File: src/rtl/seg_scan_driver.sv
// seg_scan_driver: time-multiplexed 8-digit seven-segment scanner.
// Lights one digit at a time for REFRESH_DIV clocks, snapshots the inputs at
// the start of every frame, decodes BCD to segments and blanks leading zeros.
module seg_scan_driver #(
  parameter int REFRESH_DIV = 50000
) (
  input  logic        clk,
  input  logic        rst,
  input  logic [31:0] bcd_in,
  input  logic [7:0]  dp_in,
  input  logic        lz_blank,
  output logic [7:0]  seg_com,
  output logic [7:0]  seg_data
);

  localparam int PW = (REFRESH_DIV > 1) ? $clog2(REFRESH_DIV) : 1;
  localparam logic [PW-1:0] PRESCALE_LAST = PW'(REFRESH_DIV - 1);

  logic [PW-1:0] prescaler_reg;
  logic [2:0]    idx_reg;
  logic [31:0]   bcd_snap;
  logic [7:0]    dp_snap;
  logic          lz_snap;

  logic          tick;
  logic          new_frame;
  logic [2:0]    idx_next;
  logic [3:0]    digit_next;
  logic          dp_next;
  logic          blank_next;
  logic [6:0]    seg7_next;
  logic [7:1]    zero_from;
  logic [7:0]    blank_vec;

  assign tick      = (prescaler_reg == PRESCALE_LAST);
  assign idx_next  = idx_reg + 3'd1;          // natural 7 -> 0 wrap
  assign new_frame = (idx_reg == 3'd7);

  // zero_from[k]: snapshot digit k and every higher digit are 0
  assign zero_from[7] = (bcd_snap[31:28] == 4'd0);
  generate
    for (genvar gi = 1; gi < 7; gi++) begin : g_zero_chain
      assign zero_from[gi] = (bcd_snap[4*gi +: 4] == 4'd0) && zero_from[gi+1];
    end
  endgenerate

  // Digit 0 is never blanked, so its slot is tied low.
  assign blank_vec = {zero_from & {7{lz_snap}}, 1'b0};

  // Digit 0 of a new frame uses the live inputs being captured on this tick;
  // every other digit reads the frame snapshot so a frame never tears.
  assign digit_next = new_frame ? bcd_in[3:0] : bcd_snap[{idx_next, 2'b00} +: 4];
  assign dp_next    = new_frame ? dp_in[0]    : dp_snap[idx_next];
  assign blank_next = !new_frame && blank_vec[idx_next];

  // BCD to segments a..g; codes A..F show a dash
  always_comb begin
    seg7_next = 7'h01;
    case (digit_next)
      4'd0: seg7_next = 7'h7E;
      4'd1: seg7_next = 7'h30;
      4'd2: seg7_next = 7'h6D;
      4'd3: seg7_next = 7'h79;
      4'd4: seg7_next = 7'h33;
      4'd5: seg7_next = 7'h5B;
      4'd6: seg7_next = 7'h5F;
      4'd7: seg7_next = 7'h70;
      4'd8: seg7_next = 7'h7F;
      4'd9: seg7_next = 7'h7B;
      default: seg7_next = 7'h01;
    endcase
  end

  // Prescaler, digit index, frame snapshot and registered display outputs
  always_ff @(posedge clk) begin
    if (rst) begin
      prescaler_reg <= '0;
      idx_reg       <= 3'd7;
      bcd_snap      <= '0;
      dp_snap       <= '0;
      lz_snap       <= 1'b0;
      seg_com       <= 8'hFF;
      seg_data      <= 8'h00;
    end else begin
      prescaler_reg <= tick ? '0 : prescaler_reg + 1'b1;
      if (tick) begin
        idx_reg  <= idx_next;
        seg_com  <= ~(8'b1 << idx_next);
        seg_data <= {(blank_next ? 7'h00 : seg7_next), dp_next};
        if (new_frame) begin
          bcd_snap <= bcd_in;
          dp_snap  <= dp_in;
          lz_snap  <= lz_blank;
        end
      end
    end
  end

endmodule
File: config.mk
export PLATFORM = sky130hd
export DESIGN_NAME = seg_scan_driver
export DESIGN_NICKNAME = d
export VERILOG_FILES = /design/src/rtl/seg_scan_driver.sv
export SDC_FILE = /design/constraint.sdc
export NUM_CORES = 1
export LEC_CHECK = 0
export ABC_AREA = 1
export BUFFER_PORTS_ARGS = -buffer_cell sky130_fd_sc_hd__buf_2
export CORE_MARGIN = 3
export CORE_UTILIZATION = 40
export DETAILED_ROUTE_END_ITERATION = 8
export SYNTH_ARGS = -nofsm -noshare
export SYNTH_HDL_FRONTEND = slang
export SYNTH_SLANG_ARGS = --single-unit
File: constraint.sdc
create_clock -name clk -period 7.68 [get_ports clk]
set_clock_uncertainty 0.1 [all_clocks]
set_input_delay 0 -clock clk [delete_from_list [all_inputs] [get_ports clk]]
set_output_delay 0 -clock clk [all_outputs]
set_load 0.02 [all_outputs]
==> results.toml, run 1 <==
[pwr]
power.density_nw_per_um2 = 157
clockPowerShare_pct = 39.9
combPwrFrac_pct = 6.3
pwr-share-seq_pct = 53.8
p_leak_nw = 1.95
ir_worst_vdd_mv = 0.0907
p_sw_share_pct = 22.6
switchingPower_w = 0.000166
cell_internal_pwr_w = 0.000570

[floorplan]
num_rows = 34
pin_count = 59
start_util_pct = 42.3
die_w_um = 103
die_y_um = 103
die-area_um2 = 10700
core_um2 = 8980

[setup_path]
max_stage_delay_ns = 0.95
crit_top_cell = "nand3_1"
r2r_start = "idx_reg[0]"
worst-setup-path-type = "flip-flop to flip-flop"
crit_required_ns = 7.83
cp_slowest_cell = "dfxtp_1"
endpoint = "seg_data[4]"
rr_worst_depth = 14
crit_path_start = "idx_reg[0]"
r2r_setup_slack_ns = 3.64
crit_path_max_fanout = 26
critPathCaptureType = "flip-flop"
r2r-end = "seg_data[4]"
arrival_ns = 4.19
critPathLaunchType = "flip-flop"
critical_path.cell_chain = "inv_2 > ha_1 > inv_1 > a21oi_1 > o21ai_0 > o21ai_0 > nand2_1 > a31oi_1 > inv_1 > ha_1 > nand3_1 > nand3_1 > nand3_1 > nand2_1"

[place]
io_buffer_count = 58
post-dp-hpwl_um = 6930
gp_congestion = 0.884

[detailed_routing]
routedWlPerCell_um = 12.8
wl_met3_um = 470
drt-total-wl_um = 9740
highest_layer = "met4"
drt-initial-drc-count = 166
dr.pass1.iters = 4
drt.antenna.violating_nets = 0
dr_wl_met2_um = 4270
drc = 0
avgViaCountPerCell = 4.91
vias = 3730
drt-met1-wl_um = 4890

[timing]
setup_tns_ns = 0
relSlewSlack_pct = 36.3
hold_viol_final = 0
worstMarginPinSlew_ns = 0.955
fmax_mhz = 247
post-route-period-util_pct = 52.6
fin_crit_ns = 4.04
rsz0062_at_grt = "no"
setup_viol = 0
report.final.slew_viol_count = 0

[final_layout]
final_common_cell = "nand2_1"
area_growth_pct = 23.9
fillers = 880
largest_reg_flops = 32
nets = 683
layout_common_cells = "147 x nand2_1, 76 x dfxtp_1, 58 x buf_2"
multi_input_area_um2 = 1940
regArea_um2 = 1520
antenna_cells = 0
finish.utilization_pct = 52.4
drive_gt1_share_pct = 14.7

[flow_run]
drv_cap = 0

[run_status]
status = "finished clean"

[synthesis]
yosysSeqAreaShare_pct = 40.1
yosys_warnings = 0
syn_area_um2 = 3800
ys_types = 35
ys_seq_elements = 76
netlist_instances = 540
syn_area_per_cell_um2 = 7.03
synth_nets = 595

[clock_network]
ctsHoldBuffers = 41
h-tree-depth = 3
clockBufferDepth = 2
cts_tree = "yes"
postCtsSetupRepairBufs = 0
clockRootBuffer = "clkbuf_8"
clk-insertion-delay-late_ns = 0.35
clk_pin_slew_ns = 0.08
clock-sinks = 76
cts_resized = 0
cts_made_buffers = 9

[global_routing]
grt_pass1_wl_um = 16300
grt_max_degree = 32
grt_pass1_vias = 3460
grt_usage_pct = 19.3
overflow = 0
antenna_found_initial = 0

[worst_hold_path]
hold_path.class = "input port to flip-flop"
[layer usage]
layer	global-route usage, %	up-vias
met2	30.4	81
met5	0	-
met1	26.9	1685
li1	-	1956
met4	5.68	0
met3	3.55	8
[worst max-delay path, delay by kind of cell, from the launching register on]
family / cells / cell delay [ns]
DFF: 1 / 0.95
adders and majority gates: 2 / 0.95
buffers and inverters: 3 / 0.83
AOI/OAI and AO/OA: 4 / 0.73
and+or+nand+nor: 5 / 0.38
[synth_stat cells (all sizes together)]
| cell type | n | share of area (%) |
|---|---|---|
| o211ai | 4 | 0.79 |
| nand2 | 151 | 15 |
| o22ai | 3 | 0.49 |
| nor4 | 3 | 0.66 |
| buf | 16 | 3.0 |
| ha | 12 | 4.0 |
| dfxtp | 76 | 40 |
| or2 | 2 | 0.33 |
| xor2 | 2 | 0.46 |
| a21oi | 55 | 7.3 |
| a22oi | 1 | 0.20 |
| a31oi | 5 | 0.82 |
| inv | 51 | 5.0 |
| nand4 | 15 | 2.6 |
| nand3b | 1 | 0.20 |
| nand3 | 50 | 7.5 |
| nor3 | 8 | 1.4 |
| clkinv | 1 | 0.13 |
| nor2 | 48 | 5.1 |
| o21ai | 30 | 4.1 |
| clkbuf | 6 | 0.59 |
[layout make-up]
cell class	instances	share of cell area (%)
Clock buffer	11	2.79
Inverter	52	4.18
Timing Repair Buffer	99	14.9
Sequential cell	76	32.3
Tap cell	126	3.35
Clock inverter	5	1.12
Multi-Input combinational cell	390	41.3
[stage by stage]
step | std cells | power [W] | instance area (um2) | hold WS, ns | worst slack (ns)
global placement | 702 | 0.000435 | 4110 | 0.150 | 3.79
detailed placement | 702 | 0.000435 | 4110 | 0.157 | 3.66
floorplan | 540 | 0.000422 | 3800 | 0.0428 | 4.86
CTS | 759 | 0.000742 | 4700 | 0.0128 | 3.64
global route | 759 | 0.000765 | 4700 | 0.0442 | 3.25
finish | 759 | 0.000736 | 4700 | 0.0233 | 3.64
[worst min-delay path by stage]
| stage | startpoint | to | cells after the start |
|---|---|---|---|
| 6_report | rst | seg_data[0] | 2 |
| 4_1_cts | rst | bcd_snap[19] | 2 |
| 3_3_place_gp | bcd_in[21] | bcd_snap[21] | 3 |
| 2_1_floorplan | bcd_in[0] | bcd_snap[0] | 2 |
| 3_5_place_dp | bcd_in[18] | bcd_snap[18] | 3 |
| 5_1_grt | rst | bcd_snap[16] | 2 |
[power by group through the flow]
stage,Combinational [W],Clock [W],Sequential [W]
final,0.0000466,0.000294,0.000396
after global routing,0.0000530,0.000316,0.000396
after CTS,0.0000463,0.000300,0.000396
after detailed placement,0.0000304,0,0.000405
after global placement,0.0000298,0,0.000405
after floorplan,0.0000170,0,0.000405
[logic make-up (layout without fill, tap and decap cells)]
group / count (synthesis) / in the layout / share of synthesized area (%)
compound gates: 98 / 98 / 13.6
flops: 76 / 76 / 40.1
xor+xnor: 2 / 2 / 0.462
simple gates: 278 / 278 / 33.2
buf+inv: 74 / 167 / 8.73
fa+ha+maj: 12 / 12 / 3.96
Power figures use the tool's default switching activity.
==> inputs of run 2 (changes only) <==
==> constraint.sdc (replaced) <==
create_clock -name clk -period 3.6 [get_ports clk]
set_clock_uncertainty 0.1 [all_clocks]
set_input_delay 0 -clock clk [delete_from_list [all_inputs] [get_ports clk]]
set_output_delay 0 -clock clk [all_outputs]
set_load 0.02 [all_outputs]
==> results.toml, run 2 (synthesis results as in run 1) <==
[clock_network]
cts_made_buffers = 9
clk-insertion-delay-late_ns = 0.36
clock-sinks = 76
clk_pin_slew_ns = 0.09
clockBufferDepth = 2
clockRootBuffer = "clkbuf_8"
h-tree-depth = 3
cts_tree = "yes"

[timing]
post-route-period-util_pct = 84.3
setup_tns_ns = 0
worstMarginPinSlew_ns = 0.551
rsz0062_at_grt = "no"
setup_viol = 0
fmax_mhz = 329
hold_viol_final = 0
report.final.slew_viol_count = 0
fin_crit_ns = 3.04
relSlewSlack_pct = 63.3

[final_layout]
finish.utilization_pct = 54.4
nets = 699
regArea_um2 = 1520
area_growth_pct = 28.7
multi_input_area_um2 = 1940
final_common_cell = "nand2_1"
antenna_cells = 0
layout_common_cells = "147 x nand2_1, 76 x dfxtp_1, 58 x buf_2"
largest_reg_flops = 32
fillers = 894
drive_gt1_share_pct = 15.1

[floorplan]
die_y_um = 103
die_w_um = 103
die-area_um2 = 10700
num_rows = 34
start_util_pct = 42.3
core_um2 = 8980
pin_count = 59

[detailed_routing]
dr_wl_met2_um = 4740
drc = 0
vias = 3804
drt-met1-wl_um = 4890
drt-initial-drc-count = 221
wl_met3_um = 411
drt-total-wl_um = 10200
drt.antenna.violating_nets = 0
highest_layer = "met4"
avgViaCountPerCell = 4.91
dr.pass1.iters = 4
routedWlPerCell_um = 13.1

[setup_path]
r2r_start = "idx_reg[1]"
critPathCaptureType = "flip-flop"
crit_path_start = "idx_reg[1]"
crit_required_ns = 3.75
critPathLaunchType = "flip-flop"
crit_path_max_fanout = 15
worst-setup-path-type = "flip-flop to flip-flop"
arrival_ns = 3.19

[place]
io_buffer_count = 58
gp_congestion = 0.863
post-dp-hpwl_um = 7220

[worst_hold_path]
min_from = "bcd_in[21]"
hold_path.class = "input port to flip-flop"

[global_routing]
antenna_found_initial = 0
grt_max_degree = 32
grt_pass1_vias = 3632
grt_pass1_wl_um = 17200
overflow = 0
grt_usage_pct = 20.5

[flow_run]
drv_cap = 0

[pwr]
p_leak_nw = 2.06
ir_worst_vdd_mv = 0.234
power.density_nw_per_um2 = 341

[run_status]
status = "finished clean"
## run 2: per-stage QoR
stage	setup slack, ns	total power, W	hold slack [ns]	instances	area (um2)
detailed placement	0.578	0.000930	0.161	706	4140
finish	0.565	0.00166	0.345	775	4890
global placement	0.698	0.000929	0.149	706	4140
global route	0.274	0.00172	0.361	775	4890
CTS	0.546	0.00168	0.326	775	4890
floorplan	0.775	0.000900	0.0428	540	3800
## run 2: final cells by class
class / instances / share of cell area [%]
Timing Repair Buffer: 115 / 17.4
Inverter: 52 / 4.02
Clock buffer: 10 / 2.61
Tap cell: 126 / 3.23
Multi-Input combinational cell: 390 / 39.8
Clock inverter: 6 / 1.82
Sequential cell: 76 / 31.1
## run 2: critical path, stage by stage (launching register included)
cell	delay [ns]
dfxtp_1	0.39
inv_1	0.09
ha_1	0.27
buf_4	0.18
inv_1	0.36
o21ai_0	0.17
o22ai_1	0.14
nand2_1	0.07
a31oi_1	0.38
inv_1	0.15
ha_1	0.31
nand3_1	0.10
nand3_1	0.08
nand3_1	0.08
nand2_1	0.05
## run 2: path summary, 6_finish.rpt
kind / cells past startpoint / to / slack (ns)
worst max-delay path: 14 / seg_data[4] / 0.56
worst min register to register: 2 / seg_data[5] / 0.35
worst max register to register: 14 / seg_data[4] / 0.56
worst min-delay path: 4 / bcd_snap[21] / 0.34
## run 2: repair_timing
item | 4_1_cts | 5_1_grt
hold endpoints to repair | 43 | 0
buffers inserted | 0 | 0
gates resized for setup | 0 | 0
endpoints found under the setup margin | 0 | 0
hold buffers | 53 | 0
## run 2: where the power goes
group          internal [W]  switching, W  total (W)
clock              0.000390      0.000329   0.000719
combinational     0.0000566     0.0000437   0.000100
sequential         0.000843    0.00000196   0.000844
## run 2: per-layer routing
| metal | track usage (%) | up-vias |
|---|---|---|
| met5 | 0 | - |
| met4 | 5.68 | 0 |
| met3 | 3.89 | 9 |
| met2 | 33.3 | 62 |
| met1 | 27.8 | 1746 |
| li1 | - | 1987 |
==> inputs of run 3 (changes only) <==
==> constraint.sdc (replaced) <==
create_clock -name clk -period 2.6 [get_ports clk]
set_clock_uncertainty 0.1 [all_clocks]
set_input_delay 0 -clock clk [delete_from_list [all_inputs] [get_ports clk]]
set_output_delay 0 -clock clk [all_outputs]
set_load 0.02 [all_outputs]
==> results.toml, run 3 (synthesis results as in run 1) <==
[run_status]
status = "finished clean"

[global_routing]
grt_pass1_vias = 3599
grt_pass1_wl_um = 16600
grt_max_degree = 29
antenna_found_initial = 0
overflow = 0
grt_usage_pct = 19.8

[floorplan]
num_rows = 34
core_um2 = 8980
die_w_um = 103
die-area_um2 = 10700
pin_count = 59
start_util_pct = 42.3
die_y_um = 103

[pwr]
pwr-share-seq_pct = 49.7
p_sw_share_pct = 21.7
ir_worst_vdd_mv = 0.265
p_leak_nw = 2.06
cell_internal_pwr_w = 0.00184
power.density_nw_per_um2 = 477
combPwrFrac_pct = 6.0
switchingPower_w = 0.000511
clockPowerShare_pct = 44.3

[timing]
hold_viol_final = 0
fmax_mhz = 424
post-route-period-util_pct = 90.8
report.final.slew_viol_count = 0
relSlewSlack_pct = 63.8
setup_viol = 0
worstMarginPinSlew_ns = 0.543
fin_crit_ns = 2.36
setup_tns_ns = 0

[final_layout]
antenna_cells = 0
largest_reg_flops = 32
final_common_cell = "nand2_1"
finish.utilization_pct = 54.9
drive_gt1_share_pct = 17.2
layout_common_cells = "147 x nand2_1, 74 x dfxtp_1, 58 x buf_2"
nets = 700
area_growth_pct = 29.8

[detailed_routing]
dr.pass1.iters = 5
drc = 0
routedWlPerCell_um = 12.9
avgViaCountPerCell = 4.90
drt-initial-drc-count = 154
vias = 3801
drt.antenna.violating_nets = 0
drt-total-wl_um = 10000

[setup_path]
worst-setup-path-type = "flip-flop to flip-flop"
crit_cells = 14
crit_buf_inv = 3
cp_slowest_cell = "dfxtp_2"
critPathCaptureType = "flip-flop"
crit_top_cell = "nand3_1"
crit_path_max_fanout = 10
critical_path.cell_chain = "inv_1 > ha_4 > inv_2 > a21oi_1 > o21ai_0 > o21ai_0 > nand2_1 > a31oi_4 > inv_1 > ha_1 > nand3_1 > nand3_1 > nand3_1 > nand2_1"
rr_worst_depth = 14
crit_required_ns = 2.75
arrival_ns = 2.51
cp_top_family = "adder cells"
max_stage_delay_ns = 0.36
critPathLaunchType = "flip-flop"

[place]
post-dp-hpwl_um = 7160
gp_congestion = 0.857
io_buffer_count = 58

[clock_network]
clock-sinks = 76
clk_pin_slew_ns = 0.08
clockBufferDepth = 2
clockRootBuffer = "clkbuf_8"
cts_tree = "yes"
cts_made_buffers = 9
h-tree-depth = 3
clk-insertion-delay-late_ns = 0.35

[flow_run]
drv_cap = 0

[worst_hold_path]
holdPathStages = 4
hold_path.class = "input port to flip-flop"
-- run 3: cell types whose count changed in the layout (fill, tap and decap cells not counted), sizes merged --
cell | previous run | this run
dlygate4sd3 | 53 | 46
buf | 62 | 70
-- run 3: worst paths after layout --
path                     from          end  slack, ns
hold / removal       dp_in[3]   dp_snap[3]       0.33
setup / recovery   idx_reg[1]  seg_data[4]       0.24
setup reg to reg   idx_reg[1]  seg_data[4]       0.24
hold reg to reg   seg_data[3]  seg_data[3]       0.35
-- run 3: area by class of cell --
cell class	count	area, um2
multi-input combinational	390	1970
sequential	76	1530
tap	126	158
clock buffer	10	149
inverter	52	196
clock inverter	6	85.1
timing repair buffer	116	841
fill	863	4050
-- run 3: tightest hold or removal path, stage by stage --
cell           delay, ns
dlygate4sd3_1       0.51
buf_2               0.09
nand2_1             0.04
a21oi_1             0.10
-- run 3: metrics by stage --
step / power (W) / cells / setup WS, ns / cell area [um2] / hold WS, ns
floorplan: 0.00125 / 540 / 0.0272 / 3820 / 0.0428
global placement: 0.00129 / 713 / 0.174 / 4210 / 0.150
detailed placement: 0.00129 / 713 / 0.140 / 4210 / 0.156
CTS: 0.00238 / 775 / 0.124 / 4910 / 0.320
global route: 0.00243 / 776 / -0.00106 / 4930 / 0.336
finish: 0.00235 / 776 / 0.239 / 4930 / 0.333
-- run 3: per-layer routing --
metal	GRT usage, %	up-vias	routed length, um
met5	0	-	0
met2	32.7	83	4690
met4	5.18	0	125
met3	4.09	12	392
met1	26.3	1717	4800
li1	-	1989	-
-- run 3: timing repair --
action	in CTS	in global routing
endpoints found under the setup margin	0	3
endpoints found under the hold margin	43	0
hold buffers	46	0
setup buffers	0	1
gates resized for setup	0	2
-- run 3: power by group through the flow --
stage / registers [W] / clock network, W / logic [W]
after floorplan: 0.00119 / 0 / 0.0000505
after global placement: 0.00120 / 0 / 0.0000898
after detailed placement: 0.00120 / 0 / 0.0000907
after CTS: 0.00117 / 0.00108 / 0.000139
after global routing: 0.00117 / 0.00110 / 0.000158
final: 0.00117 / 0.00104 / 0.000140
